### src/rtl/aurora_tx_arbiter_pkg.sv
// Shared types and constants for the Aurora TX packet arbiter.
// Used by aurora_tx_arbiter and rrPicker.
package auroraTxArbPkg;

  typedef enum logic {
    ARB_IDLE = 1'b0,
    ARB_PASS = 1'b1
  } arbState_t;

  localparam int MAX_PORTS = 8;
  localparam int BEAT_W    = 32;

  // Index width for a port count; a single port still needs one select bit.
  function automatic int idxWidth(input int nPorts);
    return (nPorts > 1) ? $clog2(nPorts) : 1;
  endfunction

endpackage

### src/rtl/aurora_tx_arbiter_rr_picker.sv
// Combinational round-robin picker: first requester at or after ptr,
// wrapping modulo NUM_PORTS, returned as one-hot and as an index.
module rrPicker
  import auroraTxArbPkg::*;
#(
  parameter int NUM_PORTS = 4,
  parameter int IDX_W     = idxWidth(NUM_PORTS)
) (
  input  logic [NUM_PORTS-1:0] req,
  input  logic [IDX_W-1:0]     ptr,
  output logic [NUM_PORTS-1:0] pickOh,
  output logic [IDX_W-1:0]     pickIdx,
  output logic                 anyReq
);

  // One extra bit holds ptr+k before the wrap; ptr+k never reaches 2*NUM_PORTS.
  localparam logic [IDX_W:0] NP = (IDX_W+1)'(NUM_PORTS);

  logic [IDX_W:0]   sum;
  logic [IDX_W-1:0] cIdx;
  logic             found;

  always_comb begin
    pickOh  = '0;
    pickIdx = '0;
    found   = 1'b0;
    sum     = '0;
    cIdx    = '0;
    for (int k = 0; k < NUM_PORTS; k++) begin
      sum = {1'b0, ptr} + (IDX_W+1)'(k);
      if (sum >= NP) begin
        sum = sum - NP;
      end
      cIdx = sum[IDX_W-1:0];
      if (!found && req[cIdx]) begin
        found        = 1'b1;
        pickOh[cIdx] = 1'b1;
        pickIdx      = cIdx;
      end
    end
  end

  assign anyReq = |req;

endmodule

### src/rtl/aurora_tx_arbiter.sv
// Packet-level round-robin arbiter in front of the Aurora axiTxT* port.
// Optional per-port packet counters: define AURORA_TX_ARB_STATS_EN.
module aurora_tx_arbiter
  import auroraTxArbPkg::*;
#(
  parameter int NUM_PORTS     = 4,
  parameter int COUNTER_WIDTH = 16
) (
  input  logic                          auUserClk,
  input  logic                          auUserReset,
  input  logic [BEAT_W*NUM_PORTS-1:0]   sAxiTdata,
  input  logic [NUM_PORTS-1:0]          sAxiTlast,
  input  logic [NUM_PORTS-1:0]          sAxiTvalid,
  output logic [NUM_PORTS-1:0]          sAxiTready,
  output logic [BEAT_W-1:0]             mAxiTdata,
  output logic                          mAxiTlast,
  output logic                          mAxiTvalid,
  input  logic                          mAxiTready,
  output logic [NUM_PORTS-1:0]          grant,
  output logic                          busy,
  input  logic [$clog2(NUM_PORTS)-1:0]  statSel,
  output logic [COUNTER_WIDTH-1:0]      statCount
);

  localparam int IDX_W = $clog2(NUM_PORTS);

  arbState_t            state, stateNxt;
  logic [NUM_PORTS-1:0] grantReg, grantNxt, pickOh;
  logic [IDX_W-1:0]     grantIdx, idxNxt, rrPtr, ptrNxt, pickIdx;
  logic                 anyReq;
  logic                 pktDone;

  rrPicker #(
    .NUM_PORTS (NUM_PORTS),
    .IDX_W     (IDX_W)
  ) uPicker (
    .req     (sAxiTvalid),
    .ptr     (rrPtr),
    .pickOh  (pickOh),
    .pickIdx (pickIdx),
    .anyReq  (anyReq)
  );

  always_ff @(posedge auUserClk or posedge auUserReset) begin
    if (auUserReset) begin
      state    <= ARB_IDLE;
      grantReg <= '0;
      grantIdx <= '0;
      rrPtr    <= '0;
    end else begin
      state    <= stateNxt;
      grantReg <= grantNxt;
      grantIdx <= idxNxt;
      rrPtr    <= ptrNxt;
    end
  end

  always_comb begin
    stateNxt   = state;
    grantNxt   = grantReg;
    idxNxt     = grantIdx;
    ptrNxt     = rrPtr;
    mAxiTdata  = '0;
    mAxiTlast  = 1'b0;
    mAxiTvalid = 1'b0;
    sAxiTready = '0;
    pktDone    = 1'b0;
    case (state)
      ARB_IDLE: begin
        if (anyReq) begin
          stateNxt = ARB_PASS;
          grantNxt = pickOh;
          idxNxt   = pickIdx;
        end
      end
      ARB_PASS: begin
        // Zero-latency pass-through selected by the registered one-hot grant.
        for (int p = 0; p < NUM_PORTS; p++) begin
          if (grantReg[p]) begin
            mAxiTdata = sAxiTdata[p*BEAT_W +: BEAT_W];
          end
        end
        mAxiTlast  = |(grantReg & sAxiTlast);
        mAxiTvalid = |(grantReg & sAxiTvalid);
        sAxiTready = grantReg & {NUM_PORTS{mAxiTready}};
        if (mAxiTvalid && mAxiTready && mAxiTlast) begin
          pktDone  = 1'b1;
          stateNxt = ARB_IDLE;
          grantNxt = '0;
          ptrNxt   = (grantIdx == IDX_W'(NUM_PORTS-1)) ? '0 : grantIdx + 1'b1;
        end
      end
      default: begin
        stateNxt = ARB_IDLE;
        grantNxt = '0;
      end
    endcase
  end

  assign grant = grantReg;
  assign busy  = (state == ARB_PASS);

`ifdef AURORA_TX_ARB_STATS_EN
  logic [COUNTER_WIDTH-1:0] pktCnt [NUM_PORTS];
  logic [COUNTER_WIDTH-1:0] statReg;

  always_ff @(posedge auUserClk or posedge auUserReset) begin
    if (auUserReset) begin
      for (int p = 0; p < NUM_PORTS; p++) begin
        pktCnt[p] <= '0;
      end
      statReg <= '0;
    end else begin
      if (pktDone) begin
        pktCnt[grantIdx] <= pktCnt[grantIdx] + 1'b1;
      end
      if (int'(statSel) < NUM_PORTS) begin
        statReg <= pktCnt[statSel];
      end else begin
        statReg <= '0;
      end
    end
  end

  assign statCount = statReg;
`else
  logic unusedStats;
  assign unusedStats = ^{statSel, pktDone};
  assign statCount   = '0;
`endif

endmodule

### config.mk
export PLATFORM = sky130hd
export DESIGN_NAME = aurora_tx_arbiter
export DESIGN_NICKNAME = d
export VERILOG_FILES = /design/src/rtl/aurora_tx_arbiter_pkg.sv /design/src/rtl/aurora_tx_arbiter_rr_picker.sv /design/src/rtl/aurora_tx_arbiter.sv
export SDC_FILE = /design/constraint.sdc
export NUM_CORES = 1
export LEC_CHECK = 0
export CORE_ASPECT_RATIO = 0.9
export CORE_UTILIZATION = 26
export DETAILED_ROUTE_END_ITERATION = 6
export PLACE_DENSITY = 0.69
export SYNTH_ARGS = -nofsm -noshare
export SYNTH_HDL_FRONTEND = slang
export SYNTH_SLANG_ARGS = --single-unit
### constraint.sdc
create_clock -name auUserClk -period 6.6 [get_ports auUserClk]
set_input_delay 0.99 -clock auUserClk [delete_from_list [all_inputs] [get_ports auUserClk]]
set_output_delay 0.99 -clock auUserClk [all_outputs]
set_load 0.02 [all_outputs]
# After elaboration in Yosys (flattened, before gate mapping)
# Index checks and enable logic that the tools add are counted.
[totals] reg_bits=9 input_bits=141 elab_cells=98
[op_classes] addsub=8 order_cmp=12 eq_ne=3 mux=46 n_bitwise=7 n_reduce_logical=18
[op_table] cell="2-to-1 mux 32 bit" n=5
[op_table] cell="2-to-1 mux 4 bit" n=7
[op_table] cell="2-to-1 mux 2 bit" n=9
[op_table] cell="2-to-1 mux 1 bit" n=15
[op_table] cell="AND 4 bit" n=3
[op_table] cell="less-than comparator 2 x 3 -> 1 bit (second input constant)" n=4
[op_table] cell="bitwise OR 4 bit" n=3
[op_table] cell="OR reduction 4 bit" n=3
[op_table] cell="greater-or-equal comparator 3 bit (second input constant)" n=3
[op_table] cell="logical AND 1 bit" n=9
[op_table] cell="binary-select mux 1 bit (select 2 bit)" n=4
[op_table] cell="demux 1 bit (select 2 bit)" n=4
[op_table] cell="greater-or-equal comparator 2 x 1 -> 1 bit (second input constant)" n=4
[op_table] cell="case mux 4 bit (2 select lines)" n=1
[op_table] cell="subtractor 2 x 1 -> 2 bit (second input constant)" n=4
[op_table] cell="adder 2 x 2 -> 3 bit (second input constant)" n=2
[op_table] cell="AND reduction 2 bit" n=3
[op_table] cell="adder 2 x 1 -> 3 bit (second input constant)" n=1
[op_table] cell="greater-or-equal comparator 2 x 3 -> 1 bit (second input constant)" n=1
[op_table] cell="logical NOT 1 bit" n=3
[op_table] cell="adder 2 x 1 -> 2 bit (second input constant)" n=1
[op_table] cell="equality test 2 bit (second input constant)" n=1
[op_table] cell="inequality test 2 x 1 -> 1 bit (second input constant)" n=1
[op_table] cell="inequality test 2 bit (second input constant)" n=1
[op_table] cell="other kinds (2)" n=2

# Depth between registers and ports, before layout
[logic_depth] depth_word=16 depth_mapped=9 ltp_nobuf=7

# Hierarchy
# Synthesis repeated with hierarchy kept, for this count alone.
[hier_totals] cells_unflattened=271 area_unflattened_um2=1995.7
[modules_own_cells] module="aurora_tx_arbiter" n_inst=1 cells_each=222 area_per_inst_um2=1584.0 seq_area_each_um2=225.2
[modules_own_cells] module="rrPicker" n_inst=1 cells_each=49 area_per_inst_um2=411.6 seq_area_each_um2=0.0

# Worst setup path before layout
# No wires, ideal clock.
[synth_path] path_kind="register to output" from="register grantReg[1] (netlist: grant[1])" to="output port mAxiTdata[10]" arrival_time_ps=1769 t_required_ps=5610 setup_slack_ps=3841 path_stages_with_launch=9 cell_sequence="dfrtp_1 -> buf_2 -> nor2b_1 -> clkbuf_1 -> clkbuf_1 -> a221oi_1 -> nor3_1 -> a21oi_1 -> nor2_1"
[synth_via] elab_chain_len=4
[synth_lines] element="start: declaration" line_no="aurora_tx_arbiter.sv:28" source="logic [NUM_PORTS-1:0] grantReg, grantNxt, pickOh;"
[synth_lines] element="start signal: assignment" line_no="aurora_tx_arbiter.sv:52" source="grantReg <= grantNxt;"
[synth_lines] element="2-to-1 mux 32 bit (3 in a row)" line_no="aurora_tx_arbiter.sv:79" source="if (grantReg[p]) begin"
[synth_lines] element="2-to-1 mux 32 bit" line_no="aurora_tx_arbiter.sv:68" source="case (state)"
[synth_lines] element="end: declaration" line_no="aurora_tx_arbiter.sv:15" source="output logic [BEAT_W-1:0] mAxiTdata,"
# Every way passes these cells.

# Worst setup path after layout
[layout_path] from="register state (netlist: busy)" to="output port mAxiTlast"
[layout_via] elab_chain_len=1
[layout_lines] element="start: declaration" line_no="aurora_tx_arbiter.sv:27" source="arbState_t state, stateNxt;"
[layout_lines] element="start signal: assignment" line_no="aurora_tx_arbiter.sv:51" source="state <= stateNxt;"
[layout_lines] element="2-to-1 mux 1 bit" line_no="aurora_tx_arbiter.sv:68"
[layout_lines] element="end: declaration" line_no="aurora_tx_arbiter.sv:16" source="output logic mAxiTlast,"
# Every way passes these cells.

==> results.json <==
{
  "status": "complete, no violations",
  "p_clk_share_pct": 3.9,
  "critPathLaunchType": "flop",
  "firstDrtPassIters": 4,
  "cp-end-kind": "output pin",
  "min_period_over_period_pct": 56.85,
  "cts.sinks": 9,
  "rsz0062_at_grt": "false",
  "worst_pin_slew_ns": 1.228,
  "gp_congestion": 0.7877,
  "die_y_um": 86.84,
  "slew_headroom_pct": 18.13,
  "top_layer": "met4",
  "vias": 2948,
  "io_buffers": 181,
  "synth_area_per_cell_um2": 6.686,
  "totalWireLength_um": 8814,
  "die_area_mm2": 0.008360,
  "drive_above_1_share_pct": 2.586,
  "drtAntennaViolNets": 0,
  "holdWs_ns": 0.4904,
  "grt_usage_pct": 19.23,
  "clk_latency_ns": 0.22,
  "rows": 30,
  "fin_worst_skew_ns": 0.0007328,
  "grt_first_pass_wirelength_um": 12760,
  "worst-setup-path-type": "flop to output pin",
  "ys_seq_area_share_pct": 10.83,
  "fin_cells": 560,
  "syn_to_final_growth_pct": 86.10,
  "route.detailed.drc": 0,
  "synth-edff-count": 0,
  "maxCapViolations": 0,
  "nets": 614,
  "p_per_area_mw_per_mm2": 406.3,
  "totalNegativeSetupSlack_ns": 0,
  "p_leak_nw": 1.503,
  "root_buffer": "clkbuf_8",
  "ys_ff_latch": 9,
  "htreeDepth": 1,
  "hpwlAfterDp_um": 6351,
  "cp.required_ns": 5.61,
  "drt_iter0_markers": 109,
  "ys_warn_count": 0,
  "core-area_mm2": 0.007657,
  "worstPathArrival_ns": 2.76,
  "post_cts_buffers": 0,
  "clk_pin_slew_ns": 0.04,
  "dieWidth_um": 96.27,
  "crit_chain": "clkinv_1, a21oi_1, clkdlybuf4s50_1",
  "wl_met2_um": 4283,
  "ys_types": 38,
  "hold_viol_final": 0,
  "place_inst": 556,
  "antenna_cells": 0,
  "setup_viol": 0,
  "slew_viol_final": 0,
  "power.switching_mw": 0.8101,
  "wl_met1_um": 3736,
  "finalCriticalPeriod_ns": 3.752,
  "max_freq_mhz": 266.5,
  "cp_max_fo": 36,
  "ioPinCount": 200,
  "postLayoutCoreUtil_pct": 50.54,
  "cts_resized": 0,
  "cts_buffer_depth": 2,
  "p_comb_share_pct": 83.3,
  "irDropWorstVdd_mv": 0.2361,
  "grt_pass1_vias": 2617,
  "power_frac_seq_pct": 12.8,
  "async_flop_share_pct": 100.0,
  "start_util_pct": 27.16,
  "hold_path_class": "flop to flop",
  "viasPerCell": 5.264,
  "wl_met3_um": 756,
  "cpPeakStageDelay_ns": 0.96,
  "swShare_pct": 51.53,
  "cts_tree": "yes",
  "wire_per_inst_um": 15.74,
  "grt_max_degree": 70,
  "cts_buffers": 3,
  "synth_top_flop_cell": "dfrtp_1",
  "cpMaxStageDelayCell": "clkinv_1",
  "hold_buffers": 0,
  "antenna_found_initial": 0,
  "synth_cells": 311,
  "overflow": 0,
  "p_int_mw": 0.7621,
  "netlist_area_mm2": 0.002079
}
-- critical path: cells and delay by family, from the launching register on --
kind / cells / cell delay, ns
flip-flops: 1 / 0.47
buffers and inverters: 2 / 1.62
AO/OA/AOI/OAI: 1 / 0.45
-- through the flow --
| stage | setup WS [ns] | power [mW] | area, um2 |
|---|---|---|---|
| global route | 2.601 | 1.703 | 3870 |
| detailed placement | 2.896 | 1.507 | 3825 |
| finish | 2.848 | 1.572 | 3870 |
| floorplan | 3.841 | 0.9714 | 2136 |
| CTS | 2.832 | 1.579 | 3870 |
| global placement | 2.922 | 1.496 | 3825 |
-- cells in the mapped netlist, types with 5 or more instances --
cell,n,area share [%]
nor2b_1,33,9.9
dfrtp_1,9,11
ha_1,8,4.8
nor3_1,32,7.7
o21ai_0,7,1.7
buf_2,6,1.4
buf_4,17,6.1
nand2_1,7,1.3
a221oi_1,32,13
clkbuf_1,23,4.2
a22oi_1,5,1.8
inv_1,5,0.90
nor2_1,39,7.0
mux2i_1,10,4.8
a21oi_1,39,9.4
-- cell usage in the layout, fill, tap and decap left out --
cell type	n
a211oi_1	2
a21boi_0	1
a21oi_1	39
a221o_1	4
a221oi_1	32
a22oi_1	5
and2_1	4
and3_1	4
and4_1	1
buf_4	2
clkbuf_1	1
clkbuf_8	3
clkdlybuf4s50_1	181
clkinv_1	1
conb_1	16
dfrtp_1	7
dfrtp_2	2
ha_1	8
inv_1	5
mux2_2	2
mux2_4	1
mux2i_1	10
mux4_2	1
nand2_1	7
nand2b_1	2
nand3_1	3
nand4_1	1
nor2_1	39
nor2b_1	32
nor2b_2	1
nor3_1	32
nor4_1	1
o2111ai_1	1
o21a_1	1
o21ai_0	7
o221ai_1	2
o22ai_1	1
o31a_1	1
o31ai_1	1
-- power groups by stage --
stage	registers, mW	logic, mW	clock network, mW
2_1_floorplan	0.114	0.857	0
3_3_place_gp	0.200	1.30	0
3_5_place_dp	0.202	1.31	0
4_1_cts	0.200	1.32	0.0634
5_1_grt	0.213	1.42	0.0658
6_report	0.201	1.31	0.0610
-- state kept, by name, indices dropped and copies added, names as in the netlist --
name	cells
grant	4
busy	1
grantIdx	2
rrPtr	2
-- final timing paths --
check,depth (start not counted),startpoint,to,slack (ns)
max,3,busy,mAxiTlast,2.85
min,1,grantIdx[0],rrPtr[0],0.49
max reg2reg,7,rrPtr[0],grant[1],3.64
min reg2reg,1,grantIdx[0],rrPtr[0],0.49
max in group asynchronous,2,auUserReset,grant[3],5.32
min in group asynchronous,2,auUserReset,grantIdx[1],1.02
-- layer usage --
metal / GRT usage (%) / vias up
li1: - / 1426
met1: 24.97 / 1383
met2: 33.91 / 135
met3: 3.421 / 4
met4: 2.035 / 0
met5: 0 / -
-- final cells by class --
cell class / instances / area (um2)
clock buffers: 4 / 45.04
multi-input cells: 262 / 1628
inverters: 6 / 22.52
repair buffers: 183 / 1827
well taps: 96 / 120.1
flip-flops and latches: 9 / 227.7
fillers: 752 / 3787
-- kinds of logic after synthesis --
| family | Yosys count | synth area share (%) |
|---|---|---|
| adders and majority gates | 8 | 4.814 |
| muxes | 14 | 7.701 |
| other | 1 | 0.1803 |
| DFF | 9 | 10.83 |
| and+or+nand+nor | 127 | 30.69 |
| AOI/OAI and AO/OA | 97 | 32.07 |
| buffers and inverters | 55 | 13.72 |
No activity file was read; power rests on OpenSTA's default activity.
